## src/rtl/addsub_seq.sv

```systemverilog
// rtl/addsub_seq.sv - multi-cycle chunked two's-complement adder/subtractor
//
// Purpose : adds (mode=0) or subtracts (mode=1) two WIDTH-bit operands CHUNK bits per
//           clock through a single ripple slice, LSB chunk first, with the inter-chunk
//           carry held in a register. Reports carry/borrow and signed overflow.
// Params  : WIDTH - operand/result width (integer multiple of CHUNK)
//           CHUNK - bits processed per clock; N = WIDTH/CHUNK cycles per operation
// Ports   : clk    - clock, rising edge
//           rst    - asynchronous active-high reset
//           start  - request, sampled only in IDLE
//           a, b   - operands, sampled with start
//           mode   - 0 = add, 1 = subtract, sampled with start
//           busy   - high while the chunks are being processed
//           done   - one-cycle pulse, result/cout/ovf valid
//           result - registered sum/difference
//           cout   - carry out of MSB (subtract: 1 = no borrow)
//           ovf    - signed overflow
// Config  : ADDSUB_SAT_EN - when defined, result saturates on signed overflow
module addsub_seq #(
    parameter int WIDTH = 16,
    parameter int CHUNK = 4
) (
    input  logic             clk,
    input  logic             rst,
    input  logic             start,
    input  logic [WIDTH-1:0] a,
    input  logic [WIDTH-1:0] b,
    input  logic             mode,
    output logic             busy,
    output logic             done,
    output logic [WIDTH-1:0] result,
    output logic             cout,
    output logic             ovf
);

    localparam int N  = WIDTH / CHUNK;
    localparam int CW = (N > 1) ? $clog2(N) : 1;
    localparam logic [CW-1:0] LAST = CW'(N - 1);

    typedef enum logic [1:0] {
        S_IDLE = 2'd0,
        S_BUSY = 2'd1,
        S_DONE = 2'd2
    } state_t;

    state_t           state_q, state_d;
    logic [WIDTH-1:0] a_q, a_d;
    logic [WIDTH-1:0] b_q, b_d;
    logic [WIDTH-1:0] sum_q, sum_d;
    logic [WIDTH-1:0] result_q, result_d;
    logic [CW-1:0]    cnt_q, cnt_d;
    logic             carry_q, carry_d;
    logic             a_sign_q, a_sign_d;
    logic             cout_q, cout_d;
    logic             ovf_q, ovf_d;

    logic [CHUNK-1:0] slice_a;
    logic [CHUNK-1:0] slice_b;
    logic [CHUNK:0]   slice_sum;
    logic             msb_cin;
    logic             ovf_now;
    logic [WIDTH-1:0] sum_next;
    logic [WIDTH-1:0] final_res;

    // Operands shift right by one chunk per cycle, so the active chunk is
    // always the low CHUNK bits; no variable part-select is needed.
    assign slice_a   = a_q[CHUNK-1:0];
    assign slice_b   = b_q[CHUNK-1:0];
    assign slice_sum = {1'b0, slice_a} + {1'b0, slice_b} + (CHUNK+1)'(carry_q);

    // Carry into the slice MSB recovered from the sum bit: s = a ^ b ^ cin.
    // Only meaningful on the final chunk, where the slice MSB is bit WIDTH-1.
    assign msb_cin = slice_sum[CHUNK-1] ^ slice_a[CHUNK-1] ^ slice_b[CHUNK-1];
    assign ovf_now = msb_cin ^ slice_sum[CHUNK];

    // Sum register fills from the top; after N shifts the LSB chunk lands at bit 0.
    assign sum_next = (sum_q >> CHUNK) | (WIDTH'(slice_sum[CHUNK-1:0]) << (WIDTH - CHUNK));

`ifdef ADDSUB_SAT_EN
    // Overflow direction follows the sign of A: the (possibly inverted) B always has
    // the opposite sign to the wrapped result when overflow occurs.
    assign final_res = !ovf_now  ? sum_next :
                       a_sign_q  ? {1'b1, {(WIDTH-1){1'b0}}} :
                                   {1'b0, {(WIDTH-1){1'b1}}};
`else
    assign final_res = sum_next;
`endif

    always_comb begin
        state_d  = state_q;
        a_d      = a_q;
        b_d      = b_q;
        sum_d    = sum_q;
        result_d = result_q;
        cnt_d    = cnt_q;
        carry_d  = carry_q;
        a_sign_d = a_sign_q;
        cout_d   = cout_q;
        ovf_d    = ovf_q;

        case (state_q)
            S_IDLE: begin
                if (start) begin
                    // Subtraction as a + ~b + 1: invert b here, seed carry with mode.
                    a_d      = a;
                    b_d      = b ^ {WIDTH{mode}};
                    carry_d  = mode;
                    a_sign_d = a[WIDTH-1];
                    cnt_d    = '0;
                    sum_d    = '0;
                    state_d  = S_BUSY;
                end
            end
            S_BUSY: begin
                a_d     = a_q >> CHUNK;
                b_d     = b_q >> CHUNK;
                carry_d = slice_sum[CHUNK];
                sum_d   = sum_next;
                cnt_d   = cnt_q + 1'b1;
                if (cnt_q == LAST) begin
                    result_d = final_res;
                    cout_d   = slice_sum[CHUNK];
                    ovf_d    = ovf_now;
                    cnt_d    = '0;
                    state_d  = S_DONE;
                end
            end
            S_DONE: begin
                state_d = S_IDLE;
            end
            default: begin
                state_d = S_IDLE;
            end
        endcase
    end

    always_ff @(posedge clk or posedge rst) begin
        if (rst) begin
            state_q  <= S_IDLE;
            a_q      <= '0;
            b_q      <= '0;
            sum_q    <= '0;
            result_q <= '0;
            cnt_q    <= '0;
            carry_q  <= 1'b0;
            a_sign_q <= 1'b0;
            cout_q   <= 1'b0;
            ovf_q    <= 1'b0;
        end else begin
            state_q  <= state_d;
            a_q      <= a_d;
            b_q      <= b_d;
            sum_q    <= sum_d;
            result_q <= result_d;
            cnt_q    <= cnt_d;
            carry_q  <= carry_d;
            a_sign_q <= a_sign_d;
            cout_q   <= cout_d;
            ovf_q    <= ovf_d;
        end
    end

    assign busy   = (state_q == S_BUSY);
    assign done   = (state_q == S_DONE);
    assign result = result_q;
    assign cout   = cout_q;
    assign ovf    = ovf_q;

endmodule

```

## config.mk

```make
export PLATFORM = sky130hd
export DESIGN_NAME = addsub_seq
export DESIGN_NICKNAME = d
export VERILOG_FILES = /design/src/rtl/addsub_seq.sv
export SDC_FILE = /design/constraint.sdc
export NUM_CORES = 1
export LEC_CHECK = 0
export CAP_MARGIN = 30
export CELL_PAD_IN_SITES_DETAIL_PLACEMENT = 0
export CELL_PAD_IN_SITES_GLOBAL_PLACEMENT = 1
export CORE_MARGIN = 2
export CORE_UTILIZATION = 40
export CTS_CLUSTER_SIZE = 10
export DETAILED_ROUTE_END_ITERATION = 8
export PLACE_DENSITY = 0.79
export SYNTH_ARGS = -nofsm -noshare
export SYNTH_HDL_FRONTEND = slang
export SYNTH_SLANG_ARGS = --single-unit
```

## constraint.sdc

```tcl
create_clock -name clk -period 4.2 [get_ports clk]
set_input_delay 0.42 -clock clk [delete_from_list [all_inputs] [get_ports clk]]
set_output_delay 0.42 -clock clk [all_outputs]
set_load 0.005 [all_outputs]
```

==> summary.md, run 1 <==
| Metric | Value |
|---|---|
| Ys async rst share | 100% |
| IO buf count | 55 |
| Slew @ Worst Pin | 0.894 ns |
| VDD IR max | 256 uV |
| Outcome | completed |
| Hold_buf cts | 0 |
| Initial antenna violation count | 0 |
| Nets | 374 |
| Commonest non-fill, non-tap cells in the layout | dfrtp_1, clkdlybuf4s50_1, nand2_1 |
| Worst setup SP type | flip-flop |
| Tcrit/Tclk final | 59.1% |
| Number of max-cap violations | 0 |
| Synth unique cells | 29 |
| CTS buffer count | 9 |
| Fmax | 403 MHz |
| Worst Hold Class | in -> async |
| Sw Ratio | 35.9% |
| CTS H-tree depth | 3 |
| Core Region | 7690 um^2 |
| Syn avg cell area | 11.1 um^2 |
| Area Overhead vs Synth | 23.9% |
| IO Count | 56 |
| Post-synth EDFFs | 0 |
| Seq/Total Area, Yosys | 53.3% |
| Synthesis warning total | 0 |
| Clock slew at reported path FFs | 0.07 ns |
| RSZ-0062 raised after global routing | no |
| Slew Viols, Final | 0 |
| Clk network pwr share | 16.3% |
| Crit path DAT | 2.06 ns |
| Commonest non-fill, non-tap cell in the layout | dfrtp_1 |
| Share of cells above drive strength 1 | 10.4% |
| Clock buffer depth | 2 |
| Row count | 32 |
| CTS tree | built |
| Hold_ws | 0.339 ns |
| GRT Total Usage | 14.9% |
| Starting Density | 40.9% |
| Postcts setup bufs | 0 |
| Post-synthesis instance area | 3140 um^2 |
| Critical Path Fanout Max | 38 |
| Fillers | 711 |
| Worst Path Class, Setup | reg -> out |
| Worst Setup End Kind | output pin |
| Die area | 8590 um^2 |
| Wirelength per Cell | 13.1 um |
| Min cycle time layout | 2.48 ns |
| # setup viols final | 0 |
| Final hold viol count | 0 |
| Sw Pwr | 0.000983 W |
| Leading register cell type out of synthesis | dfrtp_1 |
| Sinks on Clock Net | 67 |
| Sequential share of power | 40.1% |
| Aggregate global routing overflow | 0 |
| Placer Congestion | 0.755 |
| Final WL | 5.73 mm |
| Vias in the first global route | 2055 |
| # diodes | 0 |
| Largest net degree at the start of global routing | 43 |
| Die Span X | 92.7 um |
| Later-pin clock latency in the skew report | 0.33 ns |
| Pwr dens | 703 nW/um^2 |
| Clock skew | 0.00861 ns |
| Height of the die | 92.7 um |
| Detailed placement HPWL | 4.11 mm |
| DRT iter0 DRCs | 73 |
| Root Driver | clkbuf_8 |
| Gate power share | 43.7% |
| First-pass detailed-route iteration total | 4 |
| Syn Inst Count | 282 |
| Final ANT Viol Nets | 0 |
| First-pass GRT wire length | 9.94 mm |
| Worst slew margin | 40.2% |
| Post-CTS sizing | 0 |
| DRC Markers | 0 |
| Syn nets | 324 |
| Fin Setup TNS | 0 ns |
| Via count | 2070 |
| Crit path required time | 3.78 ns |
| Routed vias/inst | 4.73 |
| Internal | 0.00176 W |
| Cell leakage power | 1.74 nW |
| Seq cells post-synth | 67 |
synthesized netlist by cell type (2+ instances only):
library cell | instances | area share [%]
dfrtp_1 | 67 | 53
ha_1 | 4 | 1.6
buf_4 | 4 | 0.96
o21ai_1 | 10 | 1.6
nor2b_1 | 5 | 0.99
buf_2 | 8 | 1.3
nand2_1 | 37 | 4.4
o21ai_0 | 26 | 4.1
a22o_1 | 15 | 4.2
mux2_2 | 3 | 1.1
clkbuf_1 | 2 | 0.24
nand2b_1 | 2 | 0.40
mux2_4 | 10 | 4.8
buf_6 | 5 | 1.8
xnor2_1 | 14 | 3.9
inv_1 | 8 | 0.96
mux2i_1 | 13 | 4.1
fa_1 | 2 | 1.3
xor2_1 | 7 | 1.9
a21oi_1 | 16 | 2.5
nor2_1 | 16 | 1.9
layer usage:
layer  vias up  GRT usage (%)  wire [um]
met5         -              0          0
met4         0           5.27         70
met3         6           4.88        266
met2        49           23.1       2610
met1       955           19.7       2780
li1       1060              -          -
flip-flops by register name (all words and copies together) (netlist names):
register and count:
a_q 16, b_q 16, carry_q 1, cnt_q 2, cout 1, ovf 1, result 16, state_q 2
sum_q 12
final cells by class:
cell class | count | area (um^2) | area share, %
timing repair buffer | 58 | 586 | 15.0
clock inverter | 3 | 15.0 | 0.385
inverter | 9 | 38.8 | 0.996
tap | 102 | 128 | 3.28
sequential | 67 | 1680 | 43.0
clock buffer | 12 | 145 | 3.73
multi-input combinational | 187 | 1310 | 33.5
path summary, 6_finish.rpt:
kind	startpoint	to	slack (ns)	depth (start not counted)
max	state_q[0]$_DFFE_PP0P_	busy	1.72	3
min	rst	a_q[0]$_DFFE_PP0P_	0.34	2
max reg2reg	a_q[0]$_DFFE_PP0P_	ovf$_DFFE_PP0P_	1.96	8
min reg2reg	a_q[5]$_DFFE_PP0P_	a_q[5]$_DFFE_PP0P_	0.48	2
max in group asynchronous	rst	sum_q[6]$_DFFE_PP0P_	3.08	4
min in group clk	a_q[5]$_DFFE_PP0P_	a_q[5]$_DFFE_PP0P_	0.48	2
worst max-delay path, cell delays in order (launching register included):
cell,delay [ns]
dfrtp_1,0.58
nand2b_4,0.26
inv_6,0.31
clkdlybuf4s50_1,0.57
metrics by stage:
step	std cells	setup slack, ns	instance area, um^2	util, %	power, W
global route	438	1.58	3890	50.7	0.00298
global placement	422	1.93	3710	48.3	0.00228
detailed placement	423	1.90	3730	48.6	0.00232
floorplan	282	2.10	3140	-	0.00199
CTS	438	1.68	3890	50.7	0.00277
finish	438	1.72	3890	50.7	0.00274
logic make-up after synthesis:
family,count (synthesis),share of synthesized area (%)
simple gates,62,8.52
buf+inv,28,5.49
xor+xnor,21,5.85
fa+ha+maj,6,2.87
mux,26,9.99
flops,67,53.3
compound gates,72,14.0
power groups by stage:
stage                     sequential [W]  combinational (W)  clock (W)
after global routing             0.00114            0.00135   0.000493
after floorplan                  0.00105           0.000944          0
after CTS                        0.00110            0.00121   0.000461
after global placement           0.00110            0.00118          0
after detailed placement         0.00111            0.00121          0
final                            0.00110            0.00120   0.000445
Note: power is estimated with default switching activity, not from simulation.
==> run 2, diff against run 1 <==
CORE_UTILIZATION = 37   (was 40)
PLACE_DENSITY = 0.77   (was 0.79)
clock period = 2.2 ns   (was 4.2 ns; I/O delays follow)
==> run 2 against run 1 <==
- combinational power is 96% higher
- hold slack got worse by 0.13 ns
- global-route usage decreased by 0.65 points
- first-iteration DRC count up 27%
- routed wire length grew 2.5%
- clock skew decreased by 0.0031 ns
- critical path depth rose by 5
- register-to-register slack worse by 1.8 ns
- final cell count grew 1.6%
- via count increased by 1.5%
- clock-buffer cell count fell by 3
- non-clock buffer count increased by 4
- critical path type is now reg -> reg
- highest routed layer unchanged
==> summary.md, run 2 (synthesis results as in run 1) <==
| Metric | Value |
|---|---|
| Worst slew margin | 70.9% (was 40.2%) |
| Fin Setup TNS | 0 ns (unchanged) |
| Nets | 378 (was 374) |
| Final Cell Area | 3960 um^2 (was 3890 um^2) |
| Commonest non-fill, non-tap cell in the layout | dfrtp_1 (unchanged) |
| DRC Markers | 0 (unchanged) |
| Slew @ Worst Pin | 0.437 ns (was 0.894 ns) |
| Crit path required time | 2.41 ns (was 3.78 ns) |
| Final WL | 5.87 mm (was 5.73 mm) |
| Wirelength per Cell | 13.2 um (was 13.1 um) |
| Via count | 2102 (was 2070) |
| Clock slew at reported path FFs | 0.07 ns (about the same) |
| First-pass detailed-route iteration total | 4 (unchanged) |
| Sinks on Clock Net | 67 (unchanged) |
| Gate power share | 43.6% (was 43.7%) |
| # diodes | 0 (unchanged) |
| Area Overhead vs Synth | 25.9% (was 23.9%) |
| Tcrit/Tclk final | 92.4% |
| Worst Setup End Kind | flip-flop (was output pin) |
| Routed vias/inst | 4.72 (was 4.73) |
| Aggregate global routing overflow | 0 (unchanged) |
| Clock skew | 0.00546 ns (was 0.00861 ns) |
| Cell leakage power | 1.77 nW (was 1.74 nW) |
| Final hold viol count | 0 (unchanged) |
| Number of max-cap violations | 0 (unchanged) |
| Clk network pwr share | 17.7% (was 16.3%) |
| Core Region | 8220 um^2 (was 7690 um^2) |
| Height of the die | 96.2 um (was 92.7 um) |
| Worst Path Class, Setup | reg -> reg (was reg -> out) |
| Internal | 0.00348 W (was 0.00176 W) |
| Slew Viols, Final | 0 (unchanged) |
| Starting Density | 38.3% (was 40.9%) |
| # setup viols final | 0 (unchanged) |
| Sequential share of power | 38.8% (was 40.1%) |
| Root Driver | clkbuf_8 (unchanged) |
| CTS H-tree depth | 3 (unchanged) |
| Worst Hold Class | in -> async (unchanged) |
| Commonest non-fill, non-tap cells in the layout | dfrtp_1, clkdlybuf4s50_1, nand2_1 (unchanged) |
| Sw Ratio | 35.6% (was 35.9%) |
| Detailed placement HPWL | 4.14 mm (was 4.11 mm) |
| IO buf count | 55 (unchanged) |
| Vias in the first global route | 2086 (was 2055) |
| First-pass GRT wire length | 9.98 mm (was 9.94 mm) |
| Die area | 9250 um^2 (was 8590 um^2) |
| Clock buffer depth | 2 (unchanged) |
| Worst setup SP type | flip-flop (unchanged) |
| RR Startpoint | a_q[0]$_DFFE_PP0P_ (unchanged) |
| Largest net degree at the start of global routing | 41 (was 43) |
| CTS buffer count | 9 (unchanged) |
| Min cycle time layout | 2.03 ns |
| Hold_buf cts | 0 (unchanged) |
| Initial antenna violation count | 0 (unchanged) |
| DRT iter0 DRCs | 93 (was 73) |
| Fmax | 492 MHz |
| GRT Total Usage | 14.3% (was 14.9%) |
| Pwr dens | 1360 nW/um^2 (was 703 nW/um^2) |
| R2r worst-path depth | 8 (unchanged) |
| Later-pin clock latency in the skew report | 0.33 ns (about the same) |
| Reg2Reg Setup Slack | 0.17 ns (was 1.96 ns) |
| Share of cells above drive strength 1 | 12.6% (was 10.4%) |
| VDD IR max | 537 uV (was 256 uV) |
| Critical Path Fanout Max | 3 (was 38) |
| Crit path DAT | 2.25 ns (was 2.06 ns) |
| RSZ-0062 raised after global routing | no (unchanged) |
| Placed Area | 3770 um^2 (was 3730 um^2) |
| Sw Pwr | 0.00192 W (was 0.000983 W) |
| CTS tree | built (unchanged) |
| Outcome | completed (unchanged) |
| IO Count | 56 (unchanged) |
| Final ANT Viol Nets | 0 (unchanged) |
| Die Span X | 96.2 um (was 92.7 um) |
| Placer Congestion | 0.782 (was 0.755) |
| R2R Path End | ovf$_DFFE_PP0P_ (unchanged) |
| Row count | 33 (was 32) |
run 2: changes by cell type in the layout (fill, tap and decap cells not counted), sizes merged:
cell,previous run,this run
clkbuf,12,9
buf,3,7
clkinv,3,4
clkinvlp,0,1
bufinv,0,1
run 2: timing repair:
action,in CTS,in global routing
resized for setup,0,2
buffers inserted,0,0
setup endpoints to repair,0,1
run 2: area by class of cell:
class,instances,area (um^2)
tap,105,131
clock inverter,6,57.6
multi-input combinational,187,1320
sequential,67,1680
fill,793,4260
clock buffer,9,124
timing repair buffer,62,616
inverter,9,38.8
run 2: how the worst max path moves through the flow:
stage | from | end | slack (ns) | cells after the start
finish | a_q[0]$_DFFE_PP0P_ | ovf$_DFFE_PP0P_ | 0.17 | 8
global route | a_q[0]$_DFFE_PP0P_ | ovf$_DFFE_PP0P_ | 0.02 | 8
CTS | a_q[0]$_DFFE_PP0P_ | ovf$_DFFE_PP0P_ | 0.04 | 8
detailed placement | a_q[0]$_DFFE_PP0P_ | ovf$_DFFE_PP0P_ | 0.06 | 8
global placement | a_q[0]$_DFFE_PP0P_ | ovf$_DFFE_PP0P_ | 0.12 | 8
floorplan | a_q[0]$_DFFE_PP0P_ | ovf$_DFFE_PP0P_ | 0.18 | 8
run 2: power by group through the flow:
stage,registers (W),logic (W),clock network [W]
detailed placement,0.00212,0.00236,0
global route,0.00216,0.00266,0.00103
finish,0.00209,0.00235,0.000954
CTS,0.00210,0.00238,0.000988
floorplan,0.00200,0.00180,0
global placement,0.00210,0.00231,0
run 2: metal layers:
layer  track usage [%]  part of all wire [%]  up-vias
li1                  -                     -     1062
met1              18.8                    48      980
met2              22.3                    46       53
met3              5.17                   5.2        7
met4              3.69                   1.2        0
met5                 0                     0        -
run 2: worst max-delay path, stage by stage (launching register included):
cell       delay, ns
dfrtp_1         0.34
inv_1           0.06
fa_1            0.45
fa_2            0.36
nand2b_1        0.16
o2bb2ai_2       0.15
xnor2_1         0.18
xnor2_1         0.14
o21ai_1         0.07
run 2: metrics by stage:
stage               hold WS [ns]  worst slack (ns)  util [%]  instances  power, W
floorplan                  0.353             0.184         -        282   0.00381
global placement           0.461             0.115      45.9        430   0.00441
detailed placement         0.470            0.0610      45.9        430   0.00449
CTS                        0.214            0.0408      48.1        445   0.00546
global route               0.259            0.0187      48.2        445   0.00586
finish                     0.207             0.166      48.2        445   0.00540
